==> src/rtl/uart_status_if.sv <==
// Request, snapshot fields and serial-line status between the processor core
// and the UART status reporter.
interface uart_status_if;
    logic       report_req;
    logic       harvest_alert;
    logic       fault_detected;
    logic [2:0] alert_level;
    logic [7:0] status_leds;
    logic       uart_tx;
    logic       busy;
    logic       done;

    modport master (
        output report_req, harvest_alert, fault_detected, alert_level, status_leds,
        input  uart_tx, busy, done
    );

    modport slave (
        input  report_req, harvest_alert, fault_detected, alert_level, status_leds,
        output uart_tx, busy, done
    );
endinterface

==> src/rtl/uart_status_reporter.sv <==
// Snapshots processor result signals on request and sends them as a 5-byte
// 8N1 packet: sync, flags, leds, sequence number, XOR checksum.
module uart_status_reporter #(
    parameter int unsigned CLKS_PER_BIT = 87,
    parameter logic [7:0]  SYNC_BYTE    = 8'hA5
) (
    input logic          clk,
    input logic          rst_n,
    uart_status_if.slave bus
);

    localparam int unsigned    CntW   = (CLKS_PER_BIT > 1) ? $clog2(CLKS_PER_BIT) : 1;
    localparam logic [CntW-1:0] CntMax = CntW'(CLKS_PER_BIT - 1);

    typedef enum logic [1:0] {StIdle, StStart, StData, StStop} state_e;

    state_e          state_q, state_d;
    logic [CntW-1:0] baud_q, baud_d;
    logic [2:0]      bit_q, bit_d;
    logic [2:0]      byte_q, byte_d;
    logic [7:0]      flags_q, flags_d;
    logic [7:0]      leds_q, leds_d;
    logic [7:0]      seq_q, seq_d;
    logic            tx_q, tx_d;
    logic            busy_q, busy_d;
    logic            done_q, done_d;

    logic       bit_end;
    logic [2:0] bit_nxt;
    logic [7:0] checksum;
    logic [7:0] cur_byte;

    assign bit_end  = (baud_q == CntMax);
    assign bit_nxt  = bit_q + 3'd1;
    // seq_q only changes at completion, so it doubles as the latched sequence field.
    assign checksum = SYNC_BYTE ^ flags_q ^ leds_q ^ seq_q;

    always_comb begin
        cur_byte = SYNC_BYTE;
        case (byte_q)
            3'd0:    cur_byte = SYNC_BYTE;
            3'd1:    cur_byte = flags_q;
            3'd2:    cur_byte = leds_q;
            3'd3:    cur_byte = seq_q;
            3'd4:    cur_byte = checksum;
            default: cur_byte = SYNC_BYTE;
        endcase
    end

    always_comb begin
        state_d = state_q;
        baud_d  = bit_end ? '0 : baud_q + CntW'(1);
        bit_d   = bit_q;
        byte_d  = byte_q;
        flags_d = flags_q;
        leds_d  = leds_q;
        seq_d   = seq_q;
        tx_d    = tx_q;
        busy_d  = busy_q;
        done_d  = 1'b0;

        case (state_q)
            StIdle: begin
                baud_d = '0;
                tx_d   = 1'b1;
                if (bus.report_req) begin
                    flags_d = {bus.harvest_alert, bus.fault_detected, 3'b000, bus.alert_level};
                    leds_d  = bus.status_leds;
                    byte_d  = 3'd0;
                    busy_d  = 1'b1;
                    tx_d    = 1'b0;
                    state_d = StStart;
                end
            end
            StStart: begin
                if (bit_end) begin
                    bit_d   = 3'd0;
                    tx_d    = cur_byte[0];
                    state_d = StData;
                end
            end
            StData: begin
                if (bit_end) begin
                    if (bit_q == 3'd7) begin
                        tx_d    = 1'b1;
                        state_d = StStop;
                    end else begin
                        bit_d = bit_nxt;
                        tx_d  = cur_byte[bit_nxt];
                    end
                end
            end
            StStop: begin
                if (bit_end) begin
                    if (byte_q == 3'd4) begin
                        busy_d  = 1'b0;
                        done_d  = 1'b1;
                        seq_d   = seq_q + 8'd1;
                        state_d = StIdle;
                    end else begin
                        // Next start bit follows the stop bit with no idle gap.
                        byte_d  = byte_q + 3'd1;
                        tx_d    = 1'b0;
                        state_d = StStart;
                    end
                end
            end
            default: begin
                tx_d    = 1'b1;
                busy_d  = 1'b0;
                state_d = StIdle;
            end
        endcase
    end

    always_ff @(posedge clk or negedge rst_n) begin
        if (!rst_n) begin
            state_q <= StIdle;
            baud_q  <= '0;
            bit_q   <= 3'd0;
            byte_q  <= 3'd0;
            flags_q <= 8'h00;
            leds_q  <= 8'h00;
            seq_q   <= 8'h00;
            tx_q    <= 1'b1;
            busy_q  <= 1'b0;
            done_q  <= 1'b0;
        end else begin
            state_q <= state_d;
            baud_q  <= baud_d;
            bit_q   <= bit_d;
            byte_q  <= byte_d;
            flags_q <= flags_d;
            leds_q  <= leds_d;
            seq_q   <= seq_d;
            tx_q    <= tx_d;
            busy_q  <= busy_d;
            done_q  <= done_d;
        end
    end

    assign bus.uart_tx = tx_q;
    assign bus.busy    = busy_q;
    assign bus.done    = done_q;

endmodule

==> src/flat_wrapper.sv <==
// flat-port wrapper written by rule: the top's interface ports become plain ports
module uart_status_reporter_flat 
#(
    parameter int unsigned CLKS_PER_BIT = 87,
    parameter logic [7:0]  SYNC_BYTE    = 8'hA5
)
  (clk, rst_n, bus_report_req, bus_harvest_alert, bus_fault_detected, bus_alert_level, bus_status_leds, bus_uart_tx, bus_busy, bus_done);
  uart_status_if bus_i ();
  input logic clk;
  input logic rst_n;
  input wire logic [$bits(bus_i.report_req)-1:0] bus_report_req;
  input wire logic [$bits(bus_i.harvest_alert)-1:0] bus_harvest_alert;
  input wire logic [$bits(bus_i.fault_detected)-1:0] bus_fault_detected;
  input wire logic [$bits(bus_i.alert_level)-1:0] bus_alert_level;
  input wire logic [$bits(bus_i.status_leds)-1:0] bus_status_leds;
  output wire logic [$bits(bus_i.uart_tx)-1:0] bus_uart_tx;
  output wire logic [$bits(bus_i.busy)-1:0] bus_busy;
  output wire logic [$bits(bus_i.done)-1:0] bus_done;
  assign bus_i.report_req = bus_report_req;
  assign bus_i.harvest_alert = bus_harvest_alert;
  assign bus_i.fault_detected = bus_fault_detected;
  assign bus_i.alert_level = bus_alert_level;
  assign bus_i.status_leds = bus_status_leds;
  assign bus_uart_tx = bus_i.uart_tx;
  assign bus_busy = bus_i.busy;
  assign bus_done = bus_i.done;
  uart_status_reporter #(.CLKS_PER_BIT(CLKS_PER_BIT), .SYNC_BYTE(SYNC_BYTE)) u_core (.clk(clk), .rst_n(rst_n), .bus(bus_i));
endmodule
==> config.mk <==
export PLATFORM = sky130hd
export DESIGN_NAME = uart_status_reporter_flat
export DESIGN_NICKNAME = d
export VERILOG_FILES = /design/src/rtl/uart_status_if.sv /design/src/rtl/uart_status_reporter.sv /design/src/flat_wrapper.sv
export SDC_FILE = /design/constraint.sdc
export NUM_CORES = 1
export LEC_CHECK = 0
export ABC_AREA = 1
export CORE_MARGIN = 2
export CORE_UTILIZATION = 63
export DETAILED_ROUTE_END_ITERATION = 8
export DONT_BUFFER_PORTS = 1
export HOLD_SLACK_MARGIN = 0.03
export PLACE_DENSITY = 0.83
export SYNTH_ARGS = -nofsm -noshare
export SYNTH_HDL_FRONTEND = slang
export SYNTH_SLANG_ARGS = --single-unit
==> constraint.sdc <==
create_clock -name clk -period 2.1 [get_ports clk]
set_clock_uncertainty 0.05 [all_clocks]
set_input_delay 0.21 -clock clk [delete_from_list [all_inputs] [get_ports clk]]
set_output_delay 0.21 -clock clk [all_outputs]
set_load 0.02 [all_outputs]
Word level (Yosys, flattened, before mapping). Index checks and enable logic that the tools add are counted.

Bitwise logic cells: 3. Magnitude comparators: 1. Mux-type cells: 34. Add/sub/neg operators: 4. Equality and inequality tests: 17. Reductions and logical operators: 10.

Operator list (count): 8-bit one-hot mux with 4 select lines (1); 3-bit two-way mux (6); 4-bit AND reduction (4); 8-bit bitwise XOR (2); 1-bit two-way mux (14); 7-bit two-way mux (2); 3-bit one-hot mux with 2 select lines (2); 2-bit two-way mux (5); 2-bit by 1-bit != test with 1-bit output (second input constant) (5); 8-bit by 1-bit adder with 8-bit output (second input constant) (1); 2-bit one-hot mux with 4 select lines (1); 7-bit by 1-bit adder with 7-bit output (second input constant) (1); 7-bit equality test (second input constant) (1); 3-bit by 1-bit adder with 3-bit output (second input constant) (2); 3-bit by 2-bit equality test with 1-bit output (second input constant) (2); 3-bit equality test (second input constant) (2); 2-bit != test (second input constant) (3); 5-bit AND reduction (1); 2-bit equality test (second input constant) (2); 3-bit by 4-bit < comparator with 1-bit output (second input constant) (1); 4-bit NOT (1); 1-bit one-hot mux with 4 select lines (1); 2-bit nonzero test (2); 1-bit binary-select mux with 3-bit select (1); 6 further kinds (6).

Input bits: 16. Logic and storage cells: 79. Output and inout bits: 3. Bits in registers: 39.

Depth between registers and ports, before layout.
Word-level depth: 9. Depth in mapped cells: 18. Gate-level depth less buffers: 18.

Least setup slack after synthesis. Ideal clock, no wire load.

Kind: reg-to-reg. From: register u_core.byte_q[0]. To: register u_core.tx_q, in the netlist u_core.bus.uart_tx. Setup time: 76 ps. Slack: 266 ps. Cell stages (with the launch flop): 18. Buffers on the path: 1. Required time: 1974 ps. Data arrival time: 1708 ps. Cells stage by stage: dfrtp_1 ha_1 ha_1 clkbuf_1 a21oi_1 o21ai_0 nor2_1 nand2_1 inv_1 nor2_1 nor2_2 nand2_1 nand2_1 nand2_1 nand2_1 nand2_1 nand2_1 nand2_1.

Cells in the longest elaborated chain, start to end: 7.

Ends and longest elaborated chain: from (decl) (RTL line uart_status_reporter.sv:20) `logic [2:0] byte_q, byte_d;`; from (signal assigned) (RTL line uart_status_reporter.sv:132) `byte_q <= byte_d;`; 3-bit equality test (tied with other cells) (RTL line uart_status_reporter.sv:40, uart_status_reporter.sv:95); 8-bit one-hot mux with 4 select lines (RTL line uart_status_reporter.sv:40) `case (byte_q)`; 1-bit binary-select mux with 3-bit select (RTL line uart_status_reporter.sv:89) `tx_d = cur_byte[bit_nxt];`; 1-bit two-way mux (implied by the code) (RTL line uart_status_reporter.sv:89); 1-bit two-way mux (RTL line uart_status_reporter.sv:84) `if (bit_q == 3'd7) begin`; 1-bit two-way mux (RTL line uart_status_reporter.sv:83) `if (bit_end) begin`; 1-bit one-hot mux with 4 select lines (RTL line uart_status_reporter.sv:62) `case (state_q)`; to (signal assigned) (RTL line uart_status_reporter.sv:136) `tx_q <= tx_d;`; to (decl) (RTL line uart_status_reporter.sv:24) `logic tx_q, tx_d;`.

Parallel ways exist; a longest one is shown, timed or not. The select of a mux whose other input is x is not followed. A chain may end at the register's enable or synchronous reset.

Worst setup path after layout. Ends and elaborated chain as after synthesis.

==> reports/qor.tcl <==
set qor(peak_supply_drop_mv) 0.3968
set qor(place.gp.congestion) 0.8679
set qor(dieArea_mm2) 0.004297
set qor(grt_start_max_net_pins) 40
set qor(cp.arrival_ns) 2.13
set qor(number_of_antenna_violations_at_the_first_check_in_global_routing) 0
set qor(tritoncts) {done}
set qor(ioPinCount) 19
set qor(worst_r2r_startpoint) {u_core.byte_q[0]}
set qor(antenna_cells_inserted) 0
set qor(finalSetupViolCount) 0
set qor(synthesized_area_divided_by_synthesized_cell_count_um2) 7.507
set qor(layout_commonest_cell) {sky130_fd_sc_hd__nand2_1}
set qor(dpl.cell_count) 366
set qor(cts_sinks) 39
set qor(overflow) 0
set qor(clock_tree.htree_level_count) 2
set qor(placement.cell_area_mm2) 0.002459
set qor(warning_count_from_the_yosys_run) 0
set qor(postRouteAntennaNets) 0
set qor(syn-cell-area_mm2) 0.002387
set qor(ff_to_ff_setup_slack_ns) 0.16
set qor(worst_path_max_fanout) 8
set qor(min_delay_path_depth) 3
set qor(met2_length_um) 2514
set qor(finalCriticalPeriod_ns) 1.943
set qor(outcome) {complete, no violations}
set qor(holdCritStartpoint) {bus_report_req}
set qor(post_drt_wl_per_cell_um) 13.31
set qor(post-layout-total-power_w) 0.001544
set qor(max-slew-margin-rel_pct) 77.39
set qor(count_of_mapped_cells_out_of_synthesis) 318
set qor(yosysUniqueCellTypes) 31
set qor(core_area_mm2) 0.003661
set qor(grtUsageTotal_pct) 26.37
set qor(routedLengthMet1_um) 2291
set qor(clk_transition_reported_paths_ns) 0.08
set qor(power-per-cell-area_mw_per_mm2) 556.2
set qor(max_cap_viol_count) 0
set qor(swShare_pct) 19.32
set qor(cts.root.buffer_cell) {sky130_fd_sc_hd__clkbuf_8}
set qor(p_sw_w) 0.0002983
set qor(worst_slew_pin_slew_ns) 0.3363
set qor(power_frac_clock_pct) 48.8
set qor(total_number_of_nets_in_the_final_design) 372
set qor(hold_viol_final) 0
set qor(crit_path_start_kind) {flop}
set qor(drt_drc_violations_left) 0
set qor(top_layer) {met4}
set qor(met3RoutedLength_um) 269
set qor(clkLatencyLatePin_ns) 0.30
set qor(relative_contribution_of_sequential_cells_to_total_power_pct) 48.6
set qor(numCtsBuffers) 5
set qor(hold_class) {primary input to flop}
set qor(fin_cells) 391
set qor(final_core_occ_pct) 75.80
set qor(first_global_vias) 1967
set qor(hold_ws_ns) 0.1751
set qor(place.detailed.hpwl_um) 3554
set qor(timing_worst_setup_path_type) {flop to flop}
set qor(drt-total-wl_um) 5206
set qor(num_rows) 22
set qor(die_h_um) 65.56
set qor(final_cell_area_mm2) 0.002775
set qor(num_vias) 2078
set qor(maximum_number_of_buffers_from_clock_root_to_sink) 2
set qor(critical_path.reg2reg.endpoint) {u_core.bus.uart_tx}
set qor(power_leakage_nw) 1.411
set qor(worst_hold_path.endpoint) {u_core.state_q[1]}
set qor(routed_via_density) 5.315
set qor(internal_power_consumption_w) 0.001245
set qor(critical_path_required_ns) 2.29
set qor(yosys_register_bits) 39
set qor(global_route_wire_length_before_repair_um) 8625
set qor(combinational_share_of_power_pct) 2.6
set qor(detailedRoute.firstPassIterationCount) 5
set qor(fmaxAchievable_ghz) 0.5147
set qor(portBuffers) 0
set qor(n_fill_cell) 256
set qor(detailedRoute.firstIterationViolations) 151
set qor(initial_core_util_pct) 65.21
set qor(ys_seq_area_share_pct) 40.93
set qor(drive_above_1_share_pct) 10.50
set qor(timing.final.max_slew_violations) 0
set qor(die_x_um) 65.56
set qor(mostFrequentLayoutCells) {97 x sky130_fd_sc_hd__nand2_1, 41 x sky130_fd_sc_hd__inv_1, 38 x sky130_fd_sc_hd__dfrtp_1}
set qor(area_growth_syn_to_layout_pct) 16.25
set qor(rr_worst_depth) 16
set qor(synthesis.nets) 348
set qor(fin_crit_sh_pct) 92.52
set qor(critical_path.endpoint_type) {flop}
-- power groups by stage --
stage	clock network (W)	registers [W]	logic (W)
floorplan	0	0.000765	0.00000000113
global placement	0	0.000765	0.00000000113
detailed placement	0	0.000765	0.00000000113
CTS	0.000755	0.000750	0.0000401
global route	0.000785	0.000750	0.0000447
finish	0.000754	0.000750	0.0000396
-- through the flow --
step	setup slack, ns	setup TNS, ns
4_1_cts	0.1575	0
2_1_floorplan	0.2664	0
3_5_place_dp	0.1412	0
5_1_grt	-0.02240	-0.02240
6_report	0.1571	0
3_3_place_gp	0.2366	0
-- cell families (layout without fill, tap and decap cells) --
logic type	count (synthesis)	count (layout)	synth area share (%)
flops	39	39	40.93
buf+inv	46	71	7.285
simple gates	169	169	32.29
fa+ha+maj	14	14	7.338
compound gates	41	41	8.857
xor+xnor	9	9	3.302
-- worst max-delay path, cell delays in order, from the launching register on --
cell and delay, ns:
sky130_fd_sc_hd__dfrtp_1 0.41, sky130_fd_sc_hd__inv_1 0.09, sky130_fd_sc_hd__ha_1 0.23, sky130_fd_sc_hd__nand2_4 0.13
sky130_fd_sc_hd__clkinv_2 0.17, sky130_fd_sc_hd__nand3_1 0.12, sky130_fd_sc_hd__nand2_1 0.06, sky130_fd_sc_hd__a21oi_1 0.12
sky130_fd_sc_hd__nand2_1 0.06, sky130_fd_sc_hd__nand2_1 0.06, sky130_fd_sc_hd__nand3_1 0.06, sky130_fd_sc_hd__nand2_1 0.07
sky130_fd_sc_hd__nand2_1 0.04, sky130_fd_sc_hd__nand2_1 0.05, sky130_fd_sc_hd__nand2_1 0.05, sky130_fd_sc_hd__nand2_1 0.06
sky130_fd_sc_hd__nand2_1 0.05
-- per-layer routing --
| metal | vias to the layer above | track usage, % |
|---|---|---|
| li1 | 1056 | - |
| met1 | 935 | 33.30 |
| met2 | 66 | 43.75 |
| met3 | 21 | 5.651 |
| met4 | 0 | 11.20 |
| met5 | - | 0 |
-- flip-flops by register name, summed over array words and instances (netlist names) --
signal	count
u_core.state_q	2
u_core.bus.done	1
u_core.leds_q	8
u_core.baud_q	7
u_core.seq_q	8
u_core.bus.busy	1
u_core.bus.uart_tx	1
u_core.byte_q	3
u_core.bit_q	3
u_core.flags_q	5
-- synth_stat cells, drive strengths merged --
cell | number | area, µm²
a21oi | 9 | 45.04
and3 | 1 | 6.260
clkbuf | 3 | 11.26
clkinv | 1 | 5.000
dfrtp | 38 | 950.9
dfstp | 1 | 26.28
ha | 14 | 175.2
inv | 42 | 157.7
nand2 | 104 | 422.9
nand3 | 26 | 140.1
nand3b | 1 | 7.510
nand4 | 2 | 12.51
nor2 | 30 | 130.1
nor3 | 3 | 31.28
nor3b | 1 | 7.510
nor4 | 1 | 12.51
o211ai | 1 | 7.510
o21ai | 29 | 145.1
o22ai | 1 | 6.260
o31ai | 1 | 7.510
xnor2 | 2 | 17.52
xor2 | 7 | 61.31
-- cell type report --
cell class                 instances  area, µm²  area share, %
sequential                        39      977.2          35.21
timing repair buffer              20      197.7          7.124
clock buffer                       5      68.82          2.480
multi-input combinational        233       1241          44.72
inverter                          43      162.7          5.861
tap                               48      60.06          2.164
clock inverter                     3      67.56          2.435
-- worst max path at each step --
stage                                 from            endpoint  slack [ns]  cells past startpoint
after detailed placement  u_core.byte_q[0]  u_core.bus.uart_tx        0.14                     16
after global routing      u_core.byte_q[0]  u_core.bus.uart_tx       -0.02                     16
after floorplan           u_core.byte_q[0]  u_core.bus.uart_tx        0.27                     17
final                     u_core.byte_q[0]  u_core.bus.uart_tx        0.16                     16
after global placement    u_core.byte_q[0]  u_core.bus.uart_tx        0.24                     16
after CTS                 u_core.byte_q[0]  u_core.bus.uart_tx        0.16                     16
-- what timing repair did --
action                                  4_1_cts  5_1_grt
setup buffers                                 0        2
hold endpoints to repair                     52        0
hold buffers                                 15        0
gates resized for setup                       0        2
endpoints found under the setup margin        0        1
Power figures use the tool's default switching activity.
